==> config.mk <==
export PLATFORM = sky130hd
export DESIGN_NAME = pipe_hazard_ctrl_flat
export DESIGN_NICKNAME = d
export VERILOG_FILES = /design/src/rtl/pipe_hazard_ctrl_if.sv /design/src/rtl/pipe_hazard_ctrl.sv /design/src/flat_wrapper.sv
export SDC_FILE = /design/constraint.sdc
export NUM_CORES = 1
export LEC_CHECK = 0
export ABC_AREA = 1
export BUFFER_PORTS_ARGS = -buffer_cell sky130_fd_sc_hd__buf_4
export CORE_UTILIZATION = 37
export DETAILED_ROUTE_END_ITERATION = 16
export PLACE_DENSITY = 0.85
export REMOVE_ABC_BUFFERS = 1
export SLEW_MARGIN = 20
export SYNTH_ARGS = -nofsm -noshare
export SYNTH_HDL_FRONTEND = slang
export SYNTH_SLANG_ARGS = --single-unit
==> constraint.sdc <==
create_clock -name i_clk -period 1.69 [get_ports i_clk]
set_clock_uncertainty 0.1 [all_clocks]
set_input_delay 0.338 -clock i_clk [delete_from_list [all_inputs] [get_ports i_clk]]
set_output_delay 0.338 -clock i_clk [all_outputs]
set_load 0.1 [all_outputs]
==> src/rtl/pipe_hazard_ctrl_if.sv <==
// Bundle of D/E/M hazard inputs and stall/flush/MDU outputs for pipe_hazard_ctrl.
// master = pipeline side driving the hazard inputs, slave = the controller.
interface pipe_hazard_ctrl_if #(
  parameter int CNT_W = 4
);
  logic [4:0]       rs_D;
  logic [4:0]       rt_D;
  logic [1:0]       tuse_rs_D;
  logic [1:0]       tuse_rt_D;
  logic [4:0]       waddr_E;
  logic [1:0]       tnew_E;
  logic [4:0]       waddr_M;
  logic [1:0]       tnew_M;
  logic             md_start_E;
  logic             md_is_div_E;
  logic             md_use_D;
  logic             stall_F;
  logic             stall_D;
  logic             flush_E;
  logic             md_busy;
  logic [CNT_W-1:0] md_count;
  logic [31:0]      stall_cycles;

  modport master (
    output rs_D, rt_D, tuse_rs_D, tuse_rt_D, waddr_E, tnew_E, waddr_M, tnew_M,
    output md_start_E, md_is_div_E, md_use_D,
    input  stall_F, stall_D, flush_E, md_busy, md_count, stall_cycles
  );

  modport slave (
    input  rs_D, rt_D, tuse_rs_D, tuse_rt_D, waddr_E, tnew_E, waddr_M, tnew_M,
    input  md_start_E, md_is_div_E, md_use_D,
    output stall_F, stall_D, flush_E, md_busy, md_count, stall_cycles
  );
endinterface

==> src/rtl/pipe_hazard_ctrl.sv <==
// Stall/flush controller for the 5-stage pipeline with the MDU busy countdown.
// Optional stall-cycle counter enabled by defining HAZARD_STALL_CNT_EN.
module pipe_hazard_ctrl #(
  parameter int MULT_CYCLES = 5,
  parameter int DIV_CYCLES  = 10,
  parameter int CNT_W       = 4
) (
  input  logic              i_clk,
  input  logic              i_reset,
  pipe_hazard_ctrl_if.slave bus
);

  localparam int CNT_MAX = (1 << CNT_W) - 1;
  localparam logic [CNT_W-1:0] MULT_LD = CNT_W'(MULT_CYCLES);
  localparam logic [CNT_W-1:0] DIV_LD  = CNT_W'(DIV_CYCLES);

  initial begin
    if (MULT_CYCLES < 1 || MULT_CYCLES > CNT_MAX)
      $error("pipe_hazard_ctrl: MULT_CYCLES=%0d does not fit CNT_W=%0d", MULT_CYCLES, CNT_W);
    if (DIV_CYCLES < 1 || DIV_CYCLES > CNT_MAX)
      $error("pipe_hazard_ctrl: DIV_CYCLES=%0d does not fit CNT_W=%0d", DIV_CYCLES, CNT_W);
  end

  logic [CNT_W-1:0] r_md_count;
  logic             w_md_busy;
  logic             w_rs_haz;
  logic             w_rt_haz;
  logic             w_md_haz;
  logic             w_stall;

  assign w_md_busy = (r_md_count != {CNT_W{1'b0}});

  // Register 0 is never a producer, so a zero source address cannot hazard.
  assign w_rs_haz = (bus.rs_D != 5'd0) &&
                    (((bus.rs_D == bus.waddr_E) && (bus.tuse_rs_D < bus.tnew_E)) ||
                     ((bus.rs_D == bus.waddr_M) && (bus.tuse_rs_D < bus.tnew_M)));
  assign w_rt_haz = (bus.rt_D != 5'd0) &&
                    (((bus.rt_D == bus.waddr_E) && (bus.tuse_rt_D < bus.tnew_E)) ||
                     ((bus.rt_D == bus.waddr_M) && (bus.tuse_rt_D < bus.tnew_M)));
  assign w_md_haz = bus.md_use_D & (w_md_busy | bus.md_start_E);
  assign w_stall  = w_rs_haz | w_rt_haz | w_md_haz;

  assign bus.stall_F  = w_stall & ~i_reset;
  assign bus.stall_D  = w_stall & ~i_reset;
  assign bus.flush_E  = w_stall & ~i_reset;
  assign bus.md_busy  = w_md_busy;
  assign bus.md_count = r_md_count;

  // A start while busy is ignored: no reload, no extension.
  always_ff @(posedge i_clk) begin
    if (i_reset) begin
      r_md_count <= {CNT_W{1'b0}};
    end else if (bus.md_start_E && !w_md_busy) begin
      r_md_count <= bus.md_is_div_E ? DIV_LD : MULT_LD;
    end else if (w_md_busy) begin
      r_md_count <= r_md_count - {{(CNT_W-1){1'b0}}, 1'b1};
    end else begin
      r_md_count <= r_md_count;
    end
  end

`ifdef HAZARD_STALL_CNT_EN
  logic [31:0] r_stall_cycles;

  // Free-running stall counter, wraps naturally at 32 bits.
  always_ff @(posedge i_clk) begin
    if (i_reset) begin
      r_stall_cycles <= 32'h0;
    end else if (w_stall) begin
      r_stall_cycles <= r_stall_cycles + 32'h1;
    end else begin
      r_stall_cycles <= r_stall_cycles;
    end
  end

  assign bus.stall_cycles = r_stall_cycles;
`else
  assign bus.stall_cycles = 32'h0;
`endif

endmodule

==> src/flat_wrapper.sv <==
// flat-port wrapper written by rule: the top's interface ports become plain ports
module pipe_hazard_ctrl_flat 
#(
  parameter int MULT_CYCLES = 5,
  parameter int DIV_CYCLES  = 10,
  parameter int CNT_W       = 4
)
  (i_clk, i_reset, bus_rs_D, bus_rt_D, bus_tuse_rs_D, bus_tuse_rt_D, bus_waddr_E, bus_tnew_E, bus_waddr_M, bus_tnew_M, bus_md_start_E, bus_md_is_div_E, bus_md_use_D, bus_stall_F, bus_stall_D, bus_flush_E, bus_md_busy, bus_md_count, bus_stall_cycles);
  pipe_hazard_ctrl_if #(.CNT_W(CNT_W)) bus_i ();
  input  logic i_clk;
  input  logic i_reset;
  input wire logic [$bits(bus_i.rs_D)-1:0] bus_rs_D;
  input wire logic [$bits(bus_i.rt_D)-1:0] bus_rt_D;
  input wire logic [$bits(bus_i.tuse_rs_D)-1:0] bus_tuse_rs_D;
  input wire logic [$bits(bus_i.tuse_rt_D)-1:0] bus_tuse_rt_D;
  input wire logic [$bits(bus_i.waddr_E)-1:0] bus_waddr_E;
  input wire logic [$bits(bus_i.tnew_E)-1:0] bus_tnew_E;
  input wire logic [$bits(bus_i.waddr_M)-1:0] bus_waddr_M;
  input wire logic [$bits(bus_i.tnew_M)-1:0] bus_tnew_M;
  input wire logic [$bits(bus_i.md_start_E)-1:0] bus_md_start_E;
  input wire logic [$bits(bus_i.md_is_div_E)-1:0] bus_md_is_div_E;
  input wire logic [$bits(bus_i.md_use_D)-1:0] bus_md_use_D;
  output wire logic [$bits(bus_i.stall_F)-1:0] bus_stall_F;
  output wire logic [$bits(bus_i.stall_D)-1:0] bus_stall_D;
  output wire logic [$bits(bus_i.flush_E)-1:0] bus_flush_E;
  output wire logic [$bits(bus_i.md_busy)-1:0] bus_md_busy;
  output wire logic [$bits(bus_i.md_count)-1:0] bus_md_count;
  output wire logic [$bits(bus_i.stall_cycles)-1:0] bus_stall_cycles;
  assign bus_i.rs_D = bus_rs_D;
  assign bus_i.rt_D = bus_rt_D;
  assign bus_i.tuse_rs_D = bus_tuse_rs_D;
  assign bus_i.tuse_rt_D = bus_tuse_rt_D;
  assign bus_i.waddr_E = bus_waddr_E;
  assign bus_i.tnew_E = bus_tnew_E;
  assign bus_i.waddr_M = bus_waddr_M;
  assign bus_i.tnew_M = bus_tnew_M;
  assign bus_i.md_start_E = bus_md_start_E;
  assign bus_i.md_is_div_E = bus_md_is_div_E;
  assign bus_i.md_use_D = bus_md_use_D;
  assign bus_stall_F = bus_i.stall_F;
  assign bus_stall_D = bus_i.stall_D;
  assign bus_flush_E = bus_i.flush_E;
  assign bus_md_busy = bus_i.md_busy;
  assign bus_md_count = bus_i.md_count;
  assign bus_stall_cycles = bus_i.stall_cycles;
  pipe_hazard_ctrl #(.MULT_CYCLES(MULT_CYCLES), .DIV_CYCLES(DIV_CYCLES), .CNT_W(CNT_W)) u_core (.i_clk(i_clk), .i_reset(i_reset), .bus(bus_i));
endmodule
Word-level counts from Yosys, hierarchy flattened:

Cells that the tools add are included.

* flip-flop bits (word level): 4
* output and inout port bits: 40

* bitwise operators: 6
* $lt $le $gt $ge: 4
* mux-type cells: 3
* eq/ne operators: 4
* add/sub/neg operators: 1
* reductions and logical operators: 14

Operators by type and width (number)
* == test 5 bit: 4
* 2-to-1 mux 4 bit: 3
* nonzero test 5 bit: 2
* less-than comparator 2 bit: 4
* logical AND 1 bit: 7
* nonzero test 4 bit: 1
* subtractor 4 x 1 -> 4 bit, second input constant: 1
* OR 1 bit: 3
* bitwise AND 1 bit: 2
* logical OR 1 bit: 2
* nonzero test 2 bit: 1
* zero test 1 bit: 1
* NOT 1 bit: 1

Logic depth before layout (Yosys ltp):

Gate-level depths: netlist of the first run.

* word-level depth: 7
* mapped depth: 13

Worst setup path after synthesis of the first run:

OpenSTA, ideal clock, no wires.

* path kind: register to output
* start point: reg u_core.r_md_count[0], in the netlist u_core.bus.md_count[0]
* end point: out bus_stall_D
* buffers on the path: 1
* arrival time: 3.271 ns
* cell stages (with the launch flop): 10
* required time: 1.252 ns
* path slack: -2.019 ns
* cell sequence: dfxtp_1 -> inv_1 -> ha_1 -> nand3_2 -> or2_4 -> nand2_1 -> nand3_1 -> nand2_1 -> inv_1 -> buf_4

* word-level cells in the longest chain between the ends: 5

Ends and longest elaborated chain
* start: declaration: RTL line pipe_hazard_ctrl.sv:24 `logic [CNT_W-1:0] r_md_count;`
* start signal: assignment: RTL line pipe_hazard_ctrl.sv:52 `r_md_count <= {CNT_W{1'b0}};`
* start signal: assignment: RTL line pipe_hazard_ctrl.sv:54 `r_md_count <= bus.md_is_div_E ? DIV_LD : MULT_LD;`
* start signal: assignment: RTL line pipe_hazard_ctrl.sv:56 `r_md_count <= r_md_count - {{(CNT_W-1){1'b0}}, 1'b1};`
* nonzero test 4 bit: RTL line pipe_hazard_ctrl.sv:31 `assign w_md_busy = (r_md_count != {CNT_W{1'b0}});`
* named net bus_md_busy: RTL line flat_wrapper.sv:26 `output wire logic [$bits(bus_i.md_busy)-1:0] bus_md_busy;`
* OR 1 bit: RTL line pipe_hazard_ctrl.sv:40 `assign w_md_haz = bus.md_use_D & (w_md_busy | bus.md_start_E);`
* bitwise AND 1 bit: RTL line pipe_hazard_ctrl.sv:40
* OR 1 bit: RTL line pipe_hazard_ctrl.sv:41 `assign w_stall = w_rs_haz | w_rt_haz | w_md_haz;`
* bitwise AND 1 bit
* end: declaration: RTL line flat_wrapper.sv:24 `output wire logic [$bits(bus_i.stall_D)-1:0] bus_stall_D;`

The timed path passes the listed nets, and every way through them passes these cells.

Worst setup path after layout of the first run:

* start point: in bus_tuse_rt_D[1]
* end point: out bus_flush_E

* word-level cells in the longest chain between the ends: 7
* elaborated cells between the ends (all ways): 9
* those cells by class: 2 x order compare; 3 x bitwise; 4 x reduce/logical

Ends and longest elaborated chain
* start: declaration: RTL line flat_wrapper.sv:15 `input wire logic [$bits(bus_i.tuse_rt_D)-1:0] bus_tuse_rt_D;`
* less-than comparator 2 bit (on tied branches): RTL line pipe_hazard_ctrl.sv:38, pipe_hazard_ctrl.sv:39
* logical AND 1 bit (on tied branches): RTL line pipe_hazard_ctrl.sv:38, pipe_hazard_ctrl.sv:39
* logical OR 1 bit (*): RTL line pipe_hazard_ctrl.sv:38 `(((bus.rt_D == bus.waddr_E) && (bus.tuse_rt_D < bus.tnew_E)) ||`
* logical AND 1 bit (*): RTL line pipe_hazard_ctrl.sv:37 `assign w_rt_haz = (bus.rt_D != 5'd0) &&`
* OR 1 bit (*) (2 in series): RTL line pipe_hazard_ctrl.sv:41
* bitwise AND 1 bit (*): RTL line pipe_hazard_ctrl.sv:45 `assign bus.flush_E = w_stall & ~i_reset;`
* end: declaration: RTL line flat_wrapper.sv:25 `output wire logic [$bits(bus_i.flush_E)-1:0] bus_flush_E;`

Every way passes the cells marked *; elsewhere a longest branch is shown, timed or not.

==> flow_metrics.py, run 1 <==
metrics = {
    "run_status": {
        "status": "finished, violations left",
        "violations": "setup timing",
    },
    "route": {
        "dr.pass1.iters": 6,
        "drt-wirelength-per-cell_um": 9.63,
        "routed_wl_mm": 2.50,
        "via_per_inst": 4.36,
        "vias": 1129,
        "drc": 0,
        "ant_nets": 0,
        "drt-initial-drc-count": 15,
    },
    "final_layout": {
        "nets": 270,
        "final_cell_area_um2": 1470,
        "final_cell_mix": "nand2_1, buf_4, conb_1",
        "n_fill_cell": 242,
        "syn_to_final_growth_pct": 44.1,
        "multiInputGateArea_um2": 737,
        "largest_register_ffs": 4,
        "drive_gt1_share_pct": 35.8,
        "seq_area_um2": 81.3,
        "final_common_cell": "nand2_1",
        "n_antenna_cell": 0,
    },
    "critical_path": {
        "path_cells": "buf_4, ha_4, a21oi_1, nand2_1, nor2_1, nand2_1, nand2_1, nand2_1, nand3_1, nand2_1, inv_2, buf_12",
        "cp_slowest_cell": "buf_12",
        "critPathMaxFanout": 3,
        "critPathMostFrequentCell": "nand2_1",
        "cp_top_family": "simple AND/OR/NAND/NOR gates",
        "cp-end-kind": "output pin",
        "rr_startpoint": "u_core.bus.md_count[1]$_SDFFE_PP0P_",
        "worstSetupPathType": "in -> out",
        "r2r_cells": 11,
        "arrival_ns": 1.60,
        "setup.worst_path.start_class": "primary input",
        "crit_cells": 12,
        "cp_slowest_stage_delay_ns": 0.19,
        "cp_data_required_time_ns": 1.25,
        "r2r_setup_slack_ns": 0.21,
        "reg2reg_to": "u_core.bus.md_count[0]$_SDFFE_PP0P_",
        "critPathBufInv": 3,
    },
    "clock_tree": {
        "cts_buffer_depth": 2,
        "clock-sinks": 4,
        "cts.htree.levels": 1,
        "cts_made_buffers": 3,
        "clk_pin_slew_ns": 0.04,
        "insertion_delay_ns": 0.24,
        "postCtsSetupBuffers": 0,
        "root_buffer": "clkbuf_4",
        "cts_tree": "built",
    },
    "synthesis": {
        "synth_cells": 177,
        "avgSynthCellArea_um2": 5.78,
        "synth_warnings": 0,
        "synth.distinct_cells": 22,
        "ys_ff_latch": 4,
        "syn_area_um2": 1020,
        "yosysSeqAreaShare_pct": 7.83,
    },
    "timing": {
        "fmax_mhz": 490,
        "setup_viol": 3,
        "timing.hold.ws_ns": 0.160,
        "slew_violations": 0,
        "fin_ws_ns": -0.351,
        "finalCritPeriodShare_pct": 121,
        "setup_tns_ns": -1.05,
        "min_period_ns": 2.04,
        "rsz0062_at_grt": "true",
        "hold_viol": 0,
    },
    "hold_path": {
        "min_path_type": "in -> reg",
        "hold_end": "u_core.bus.md_count[2]$_SDFFE_PP0P_",
        "hp-start": "i_reset",
        "worstHoldPathCells": 2,
    },
    "pwr": {
        "p_per_area_nw_per_um2": 1390,
        "power.leakage_uw": 0.000870,
        "power_uw": 2040,
        "pwr-share-seq_pct": 8.8,
        "power_frac_comb_pct": 85.3,
        "clkPwrFrac_pct": 5.9,
        "max-vdd-ir-drop_v": 0.00269,
        "p_sw_share_pct": 64.1,
        "p_switching_uw": 1310,
        "internal_power_uw": 734,
    },
    "floorplan": {
        "fp.dieW_um": 54.6,
        "placementRows": 18,
        "die_height_um": 54.6,
        "die_area_um2": 2980,
        "pin_count": 73,
        "coreArea_um2": 2540,
        "start_util_pct": 40.2,
    },
    "placed_design": {
        "gp_congestion": 0.788,
        "port_buffers": 40,
        "place_ws_ns": -0.424,
        "dp_hpwl_mm": 2.01,
        "postPlaceCellArea_um2": 1310,
    },
    "global_route": {
        "grt_max_degree": 6,
        "grt-ovfl-total": 0,
        "grt_usage_pct": 18.1,
        "grt_pass1_vias": 978,
        "grt_pass1_wl_mm": 3.90,
        "antenna_found_initial": 0,
    },
    "job": {
        "cap_violations": 0,
    },
}
## worst reg2reg max path, cell delays in order (launching register included)
cell and delay, ns:
dfxtp_1 0.33, inv_1 0.06, ha_1 0.18, nand3_2 0.09, buf_4 0.13, inv_2 0.06
nand2_1 0.10, nor2_2 0.05, inv_2 0.07, o21ai_2 0.05, o21ai_1 0.11, inv_1 0.04
## power groups by stage
stage	combinational [uW]	sequential [uW]	clock, uW
finish	1740	180	121
global placement	1600	176	0
detailed placement	1610	179	0
CTS	1690	178	126
global route	1850	187	134
floorplan	926	490	0
## routing by layer
layer / wire, um / vias up / global-route usage, % / part of all wire, %
li1: - / 573 / - / -
met1: 968 / 497 / 20.4 / 39
met2: 1320 / 52 / 34.6 / 53
met3: 164 / 7 / 2.78 / 6.6
met4: 44 / 0 / 5.13 / 1.8
met5: 0 / - / 0 / 0
## cells by family after synthesis
group	synth area share, %
compound gates	10.4
buf+inv	37.8
fa+ha+maj	7.34
flops	7.83
simple gates	31.9
other cells	0.367
xor+xnor	4.28
## layout make-up
cell class	instances	area share, %
sequential	4	5.52
timing repair buffer	52	30.9
inverter	35	9.43
tap	30	2.55
multi-input combinational	135	50.0
clock buffer	3	1.53
## metrics by stage
step                util [%]  instances
finish                  57.9        259
global route            57.9        259
CTS                     56.8        259
detailed placement      51.5        256
global placement        51.5        256
floorplan                  -        174
## synth_stat cells
cell type / number / area, um2
nor2_1: 9 / 33.8
ha_1: 6 / 75.1
inv_2: 6 / 22.5
dfxtp_1: 4 / 80.1
inv_1: 29 / 109
a21boi_0: 2 / 15.0
o21ai_1: 1 / 5.00
o21ai_2: 1 / 8.76
buf_4: 34 / 255
nand3_1: 9 / 45.0
o221ai_2: 1 / 15.0
conb_1: 1 / 3.75
o21ai_0: 5 / 25.0
or2_4: 1 / 8.76
xor2_1: 2 / 17.5
xnor2_1: 3 / 26.3
nand2_1: 48 / 180
a21oi_1: 6 / 30.0
nor2_2: 3 / 18.8
o21bai_1: 1 / 7.51
nor3_1: 2 / 10.0
nand3_2: 3 / 30.0
## what timing repair did
| item | in CTS | in global routing |
|---|---|---|
| hold buffers | 0 | 0 |
| resized for setup | 27 | 8 |
| endpoints found under the setup margin | 4 | 4 |
| pin swaps | 16 | 8 |
## how the worst max path moves through the flow
stage                                        start          end  slack (ns)
2_1_floorplan  u_core.bus.md_count[0]$_SDFFE_PP0P_  bus_flush_E       -2.69
3_3_place_gp                         bus_tnew_E[1]  bus_flush_E       -0.41
3_5_place_dp                         bus_tnew_E[1]  bus_flush_E       -0.42
4_1_cts                              bus_tnew_E[1]  bus_flush_E       -0.32
5_1_grt                           bus_tuse_rt_D[1]  bus_stall_D       -0.43
6_report                          bus_tuse_rt_D[1]  bus_flush_E       -0.35
No activity file was read; power rests on OpenSTA's default activity.
==> inputs of run 2 (changes only) <==
--- a/config.mk
+++ b/config.mk
@@ -11,6 +11,7 @@
 export DETAILED_ROUTE_END_ITERATION = 16
 export PLACE_DENSITY = 0.85
 export REMOVE_ABC_BUFFERS = 1
+export SETUP_SLACK_MARGIN = 0.15
 export SLEW_MARGIN = 20
 export SYNTH_ARGS = -nofsm -noshare
 export SYNTH_HDL_FRONTEND = slang
==> run 2 against run 1 <==
Effect of this change: the flow still finishes with violations (setup timing); register-to-register slack improved by 0.09 ns; hold slack improved by 0.0038 ns; non-clock buffer count did not move; via count rose by 1.4%; critical endpoint unchanged; cell count did not move; die area did not move; sequential power rose by 3%.
==> flow_metrics.py, run 2 (synthesis results as in run 1) <==
metrics = {
    "run_status": {
        "status": "finished, violations left",
        "violations": "setup timing",
    },
    "floorplan": {
        "coreArea_um2": 2540,
        "die_area_um2": 2980,
        "placementRows": 18,
        "pin_count": 73,
        "fp.dieW_um": 54.6,
        "start_util_pct": 40.2,
        "die_height_um": 54.6,
    },
    "critical_path": {
        "arrival_ns": 1.60,
        "r2r_setup_slack_ns": 0.30,
        "critPathMaxFanout": 3,
        "worstSetupPathType": "in -> out",
        "cp-end-kind": "output pin",
        "cp_data_required_time_ns": 1.25,
        "setup.worst_path.start_class": "primary input",
    },
    "final_layout": {
        "final_cell_mix": "nand2_1, buf_4, conb_1",
        "final_common_cell": "nand2_1",
        "postLayoutCoreUtil_pct": 58.8,
        "nets": 270,
        "syn_to_final_growth_pct": 46.5,
        "n_fill_cell": 240,
        "drive_gt1_share_pct": 37.6,
        "largest_register_ffs": 4,
        "fin_cells": 259,
        "n_antenna_cell": 0,
    },
    "clock_tree": {
        "clock-sinks": 4,
        "cts_hold_buf": 0,
        "cts_tree": "built",
        "insertion_delay_ns": 0.23,
        "cts_made_buffers": 3,
        "root_buffer": "clkbuf_4",
        "cts.htree.levels": 1,
        "clk_pin_slew_ns": 0.04,
        "cts_buffer_depth": 2,
    },
    "global_route": {
        "grt_pass1_vias": 992,
        "grt_max_degree": 6,
        "grt-ovfl-total": 0,
        "grt_pass1_wl_mm": 3.97,
        "antenna_found_initial": 0,
        "grt_usage_pct": 18.4,
    },
    "timing": {
        "hold_viol": 0,
        "finalCritPeriodShare_pct": 121,
        "fmax_mhz": 490,
        "min_period_ns": 2.04,
        "slew_violations": 0,
        "setup_viol": 3,
        "fin_ws_ns": -0.351,
        "rsz0062_at_grt": "true",
        "setup_tns_ns": -1.05,
    },
    "route": {
        "dr.pass1.iters": 4,
        "via_per_inst": 4.42,
        "vias": 1145,
        "drt-initial-drc-count": 18,
        "drc": 0,
        "routed_wl_mm": 2.55,
        "ant_nets": 0,
        "drt-wirelength-per-cell_um": 9.83,
    },
    "pwr": {
        "p_per_area_nw_per_um2": 1420,
        "power.leakage_uw": 0.000872,
        "power_uw": 2120,
        "max-vdd-ir-drop_v": 0.00270,
    },
    "placed_design": {
        "port_buffers": 40,
        "dp_cells": 256,
        "dp_hpwl_mm": 2.01,
        "place_ws_ns": -0.424,
        "gp_congestion": 0.788,
    },
    "hold_path": {
        "min_path_type": "in -> reg",
    },
    "job": {
        "cap_violations": 0,
    },
}
## run 2: metrics by stage
step / hold WS (ns) / cell area (um2)
after detailed placement: 0.406 / 1310
after CTS: 0.154 / 1480
after global routing: 0.152 / 1500
after global placement: 0.406 / 1310
after floorplan: 0.307 / 883
final: 0.163 / 1500
## run 2: power breakdown
part | internal, uW | total (uW) | switching, uW
Clock | 79.5 | 119 | 39.4
Combinational | 557 | 1820 | 1260
Sequential | 145 | 185 | 40.1
Total | 781 | 2120 | 1340
## run 2: repair_timing
item | in CTS | in global routing
gates resized for setup | 37 | 5
endpoints found under the setup margin | 4 | 4
pin swaps | 17 | 8
buffers inserted | 0 | 0
## run 2: critical path, cell delays in order
cell,delay (ns)
buf_4,0.13
ha_4,0.15
a21oi_1,0.12
nand2_1,0.08
nor2_1,0.13
nand2_1,0.07
nand2_1,0.07
nand2_1,0.05
nand3_1,0.07
nand2_1,0.06
inv_2,0.13
buf_12,0.19
## run 2: final timing paths
| check | to | depth (start not counted) | from |
|---|---|---|---|
| worst min register to register | u_core.bus.md_count[3]$_SDFFE_PP0P_ | 2 | u_core.bus.md_count[3]$_SDFFE_PP0P_ |
| worst max register to register | u_core.bus.md_count[0]$_SDFFE_PP0P_ | 11 | u_core.bus.md_count[0]$_SDFFE_PP0P_ |
| worst min-delay path | u_core.bus.md_count[2]$_SDFFE_PP0P_ | 2 | i_reset |
| worst max-delay path | bus_flush_E | 12 | bus_tuse_rt_D[1] |
## run 2: metal layers
metal | vias up | part of all wire, % | global-route usage (%)
li1 | 573 | - | -
met1 | 513 | 39 | 20.9
met2 | 55 | 53 | 35.0
met3 | 4 | 6.8 | 2.78
met4 | 0 | 1.4 | 5.13
met5 | - | 0 | 0
## run 2: area by class of cell
type	instances	area, um2	area share (%)
well taps	30	37.5	2.51
clock buffers	3	22.5	1.50
repair buffers	52	459	30.7
multi-input cells	135	757	50.5
flip-flops and latches	4	82.6	5.51
inverters	35	139	9.27
